[config.mk]
export PLATFORM = sky130hd
export DESIGN_NAME = unidade_pc
export DESIGN_NICKNAME = d
export VERILOG_FILES = /design/src/rtl/unidade_pc.sv
export SDC_FILE = /design/constraint.sdc
export NUM_CORES = 1
export LEC_CHECK = 0
export CORE_MARGIN = 2
export CORE_UTILIZATION = 60
export CTS_CLUSTER_DIAMETER = 100
export DETAILED_ROUTE_END_ITERATION = 10
export DONT_BUFFER_PORTS = 1
export GPL_ROUTABILITY_DRIVEN = 0
export PLACE_DENSITY = 0.76
export SETUP_SLACK_MARGIN = 0.2
export SLEW_MARGIN = 30
export SYNTH_ARGS = -nofsm -noshare
export SYNTH_HDL_FRONTEND = slang
export SYNTH_SLANG_ARGS = --single-unit
[constraint.sdc]
create_clock -name clock -period 4.4 [get_ports clock]
set_clock_uncertainty 0.15 [all_clocks]
set_input_delay 0.44 -clock clock [delete_from_list [all_inputs] [get_ports clock]]
set_output_delay 0.44 -clock clock [all_outputs]
set_load 0.02 [all_outputs]
[src/rtl/unidade_pc.sv]
// Fetch-stage program counter: increment, stall, branch, single-level trap entry/return.
// Optional feature macro PC_ALIGN_CHECK_EN turns misaligned branch targets into a trap.
module unidade_pc #(
  parameter int unsigned      WIDTH        = 64,
  parameter int unsigned      INC          = 4,
  parameter logic [WIDTH-1:0] RESET_VECTOR = '0,
  parameter logic [WIDTH-1:0] TRAP_VECTOR  = WIDTH'('h100)
) (
  input  logic             clock,
  input  logic             reset,
  input  logic             stall,
  input  logic             branch_en,
  input  logic [WIDTH-1:0] branch_target,
  input  logic             trap,
  input  logic             trap_return,
  output logic [WIDTH-1:0] endereco,
  output logic [WIDTH-1:0] epc,
  output logic             in_trap,
  output logic             flush,
  output logic             misalign
);

  typedef enum logic {
    RUN  = 1'b0,
    TRAP = 1'b1
  } state_t;

  localparam logic [WIDTH-1:0] STEP = WIDTH'(INC);

  state_t           state;
  state_t           state_next;
  logic [WIDTH-1:0] pc_next;
  logic [WIDTH-1:0] epc_next;
  logic             flush_next;
  logic             trap_accept;
  logic             return_accept;

  // trap only enters from RUN, trap_return only leaves from TRAP; otherwise they fall through
  assign trap_accept   = trap && (state == RUN);
  assign return_accept = trap_return && (state == TRAP);
  assign in_trap       = (state == TRAP);

`ifdef PC_ALIGN_CHECK_EN
  localparam logic [WIDTH-1:0] ALIGN_MASK = WIDTH'(INC - 1);

  logic target_misaligned;
  logic misalign_next;
  logic misalign_q;

  assign target_misaligned = |(branch_target & ALIGN_MASK);
  assign misalign          = misalign_q;
`else
  assign misalign = 1'b0;
`endif

  always_comb begin
    state_next = state;
    pc_next    = endereco + STEP;
    epc_next   = epc;
    flush_next = 1'b0;
`ifdef PC_ALIGN_CHECK_EN
    misalign_next = 1'b0;
`endif
    if (trap_accept) begin
      state_next = TRAP;
      pc_next    = TRAP_VECTOR;
      epc_next   = endereco;
      flush_next = 1'b1;
    end else if (return_accept) begin
      state_next = RUN;
      pc_next    = epc;
      flush_next = 1'b1;
    end else if (branch_en) begin
`ifdef PC_ALIGN_CHECK_EN
      if (target_misaligned) begin
        misalign_next = 1'b1;
        if (state == RUN) begin
          state_next = TRAP;
          pc_next    = TRAP_VECTOR;
          epc_next   = endereco;
          flush_next = 1'b1;
        end else begin
          // already in the handler: no nesting, just hold and report
          pc_next = endereco;
        end
      end else begin
        pc_next    = branch_target;
        flush_next = 1'b1;
      end
`else
      pc_next    = branch_target;
      flush_next = 1'b1;
`endif
    end else if (stall) begin
      pc_next = endereco;
    end
  end

  always_ff @(posedge clock or posedge reset) begin
    if (reset) begin
      state    <= RUN;
      endereco <= RESET_VECTOR;
      epc      <= '0;
      flush    <= 1'b0;
    end else begin
      state    <= state_next;
      endereco <= pc_next;
      epc      <= epc_next;
      flush    <= flush_next;
    end
  end

`ifdef PC_ALIGN_CHECK_EN
  always_ff @(posedge clock or posedge reset) begin
    if (reset) begin
      misalign_q <= 1'b0;
    end else begin
      misalign_q <= misalign_next;
    end
  end
`endif

endmodule

==> impl_metrics.py <==
metrics = {
    "timing": {
        "relSlewSlack_pct": 41.93,
        "drv_slew": 0,
        "finalHoldViolations": 0,
        "setup_slack_ps": 1268,
        "tightest_slew_ps": 868.7,
        "timing.fmax_ghz": 0.3193,
        "final.setup.tns_ps": 0,
        "rsz0062_at_grt": "false",
        "period_share_pct": 71.18,
        "post-route-min-period_ps": 3132,
        "setup_viol": 0,
    },
    "worst_setup_path": {
        "crit_type": "flop to flop",
        "critPathMaxFanout": 8,
        "r2r_end": "endereco[59]",
        "cp.arrival_ps": 3240,
        "ff2ff_setup_slack_ps": 1270,
        "required_ps": 4510,
        "endpoint_kind": "flop",
        "r2r_start": "endereco[4]",
        "r2r_cells": 6,
        "startpoint_type": "flop",
    },
    "clock_network": {
        "htreeDepth": 4,
        "clockBufferDepth": 2,
        "cts_buffers": 17,
        "cts.sinks": 130,
        "cts-root-buf": "clkbuf_16",
        "clk_pin_slew_ps": 50,
        "clk_latency_ps": 420,
        "cts_tree": "yes",
    },
    "die": {
        "rows": 40,
        "start_util_pct": 61.75,
        "core_region_area_um2": 12060,
        "pin_count": 201,
        "die_area_um2": 13320,
        "die_h_um": 115.4,
        "floorplan.die.width_um": 115.4,
    },
    "synth": {
        "synth_seq_cells": 130,
        "synth_edf_count": 0,
        "ys_seq_area_share_pct": 43.68,
        "synth_top_area_share_pct": 43.68,
        "async_flop_share_pct": 100.0,
        "ys_top_cells_by_count": "233 x nand2_1, 130 x dfrtp_1, 86 x o21ai_0, 56 x a21oi_1, 54 x clkbuf_1",
        "syn_nets": 1004,
        "ys_types": 60,
        "syn_inst": 933,
        "synth_top_area_cell": "dfrtp_1",
        "yosys_warnings": 0,
        "synth.avg_cell_area_um2": 7.983,
        "synth.most_common_cell": "nand2_1",
        "synth_ff_type": "dfrtp_1",
        "syn-cell-area_um2": 7448,
        "synthTopCellsByArea": "dfrtp_1 44%, nand2_1 12%, o21ai_0 5.8%",
    },
    "final_layout": {
        "fillers": 989,
        "area_growth_pct": 7.878,
        "final_cells": 1075,
        "drive_gt1_share_pct": 6.071,
        "final_core_util_pct": 66.62,
        "seq_area_um2": 3253,
        "multi_input_area_um2": 3861,
        "nets": 965,
    },
    "placed_design": {
        "pre_cts_slack_ps": 1321,
        "dp_hpwl_um": 16860,
        "portBuffers": 0,
        "dp_cells": 1042,
    },
    "grt": {
        "overflow": 0,
        "grt_pass1_wl_um": 38900,
        "grt_pass1_vias": 7168,
        "antenna_found_initial": 1,
        "grt_util_all_layers_pct": 37.92,
        "grt_max_degree": 100,
    },
    "hold_path": {
        "hold_end": "in_trap",
        "min_path_type": "input port to flop",
        "worstHoldStart": "trap",
        "hold_depth": 2,
    },
    "power_and_ir_drop": {
        "irDropWorstVdd_mv": 0.3234,
        "combPwrFrac_pct": 17.6,
        "netSwitchingFraction_pct": 42.85,
        "p_sw_uw": 1961,
        "p_seq_share_pct": 54.2,
        "power.density_nw_per_um2": 569.6,
        "p_int_uw": 2616,
        "power.share.clock_pct": 28.2,
        "power_uw": 4577,
        "p_leak_uw": 0.003453,
    },
    "route": {
        "drt_pass1_iterations": 8,
        "postRouteAntennaNets": 0,
        "routedWlPerCell_um": 23.44,
        "initialDrtViolationCount": 882,
        "route.detailed.drc": 0,
        "wl_um": 25190,
        "drt-vias-per-instance": 7.041,
        "vias": 7569,
    },
    "flow_run": {
        "max_cap_viol_count": 0,
    },
    "outcome": {
        "status": "complete, no violations",
    },
}
worst max-delay path, cell delays in order, from the launching register on:
cell and delay [ps]:
dfrtp_1 600, nand4_1 250, or4_1 810, nor4_4 590, and2_1 270, mux2i_1 210
a31oi_1 100
how the worst max path moves through the flow:
stage                            from      endpoint  cells after the start
after floorplan                 reset   endereco[0]                      1
after global placement    endereco[4]  endereco[59]                      6
after detailed placement  endereco[4]  endereco[59]                      6
after CTS                 endereco[4]  endereco[59]                      6
after global routing      endereco[4]  endereco[63]                      6
final                     endereco[4]  endereco[59]                      6
timing repair:
| action | 4_1_cts | 5_1_grt |
|---|---|---|
| setup endpoints to repair | 0 | 0 |
| hold endpoints to repair | 98 | 0 |
| hold buffers | 1 | 0 |
| gates resized for setup | 0 | 0 |
| setup buffers | 0 | 0 |
registers in the layout (all words and copies together) (netlist names):
register  flops
endereco     64
epc          64
flush         1
in_trap       1
metal layers:
metal | vias to the layer above | wire length (um) | GRT usage (%)
met1 | 3608 | 9630 | 48.99
met4 | 0 | 1045 | 19.36
met3 | 99 | 3053 | 11.45
met5 | - | 0 | 0
li1 | 3283 | - | -
met2 | 579 | 11460 | 58.05
final cells by class:
cell class	count	area share (%)
Multi-Input combinational cell	710	48.05
Sequential cell	130	40.49
Clock buffer	24	5.746
Tap cell	168	2.616
Inverter	23	1.168
Timing Repair Buffer	12	1.152
Clock inverter	7	0.7474
Antenna cell	1	0.03114
logic make-up after synthesis:
logic type               after synthesis  share of synthesized area, %
AO/OA/AOI/OAI                        259                         22.09
XOR/XNOR                              12                         1.411
adder cells (fa/ha/maj)                1                        0.1680
buffers and inverters                 93                         4.838
flip-flops                           130                         43.68
multiplexers                           5                        0.6887
other                                  1                       0.05035
AND/OR/NAND/NOR                      432                         27.08
power groups by stage:
stage,combinational [uW],sequential [uW],clock [uW]
floorplan,686,2260,0
global placement,750,2460,0
detailed placement,788,2480,0
CTS,792,2460,1290
global route,901,2530,1350
finish,804,2480,1290
per-stage QoR:
| stage | hold WS (ps) | instance area, um2 |
|---|---|---|
| 2_1_floorplan | 419.9 | 7448 |
| 3_3_place_gp | 402.9 | 7496 |
| 3_5_place_dp | 400.5 | 7496 |
| 4_1_cts | 13.32 | 8028 |
| 5_1_grt | 19.20 | 8035 |
| 6_report | 14.42 | 8035 |
placed cells by master (no fill, tap or decap), types with 16 or more instances in the layout:
| cell | synthesis | routed |
|---|---|---|
| or3_1 | 16 | 16 |
| nor4_1 | 16 | 16 |
| o21ai_0 | 86 | 86 |
| a21oi_1 | 56 | 56 |
| nand2_1 | 233 | 232 |
| nand3_1 | 35 | 35 |
| clkbuf_16 | 0 | 17 |
| and3_1 | 16 | 16 |
| dfrtp_1 | 130 | 130 |
| nor2_1 | 43 | 40 |
| nand4_1 | 27 | 27 |
| inv_1 | 23 | 22 |
Note: power is estimated with default switching activity, not from simulation.
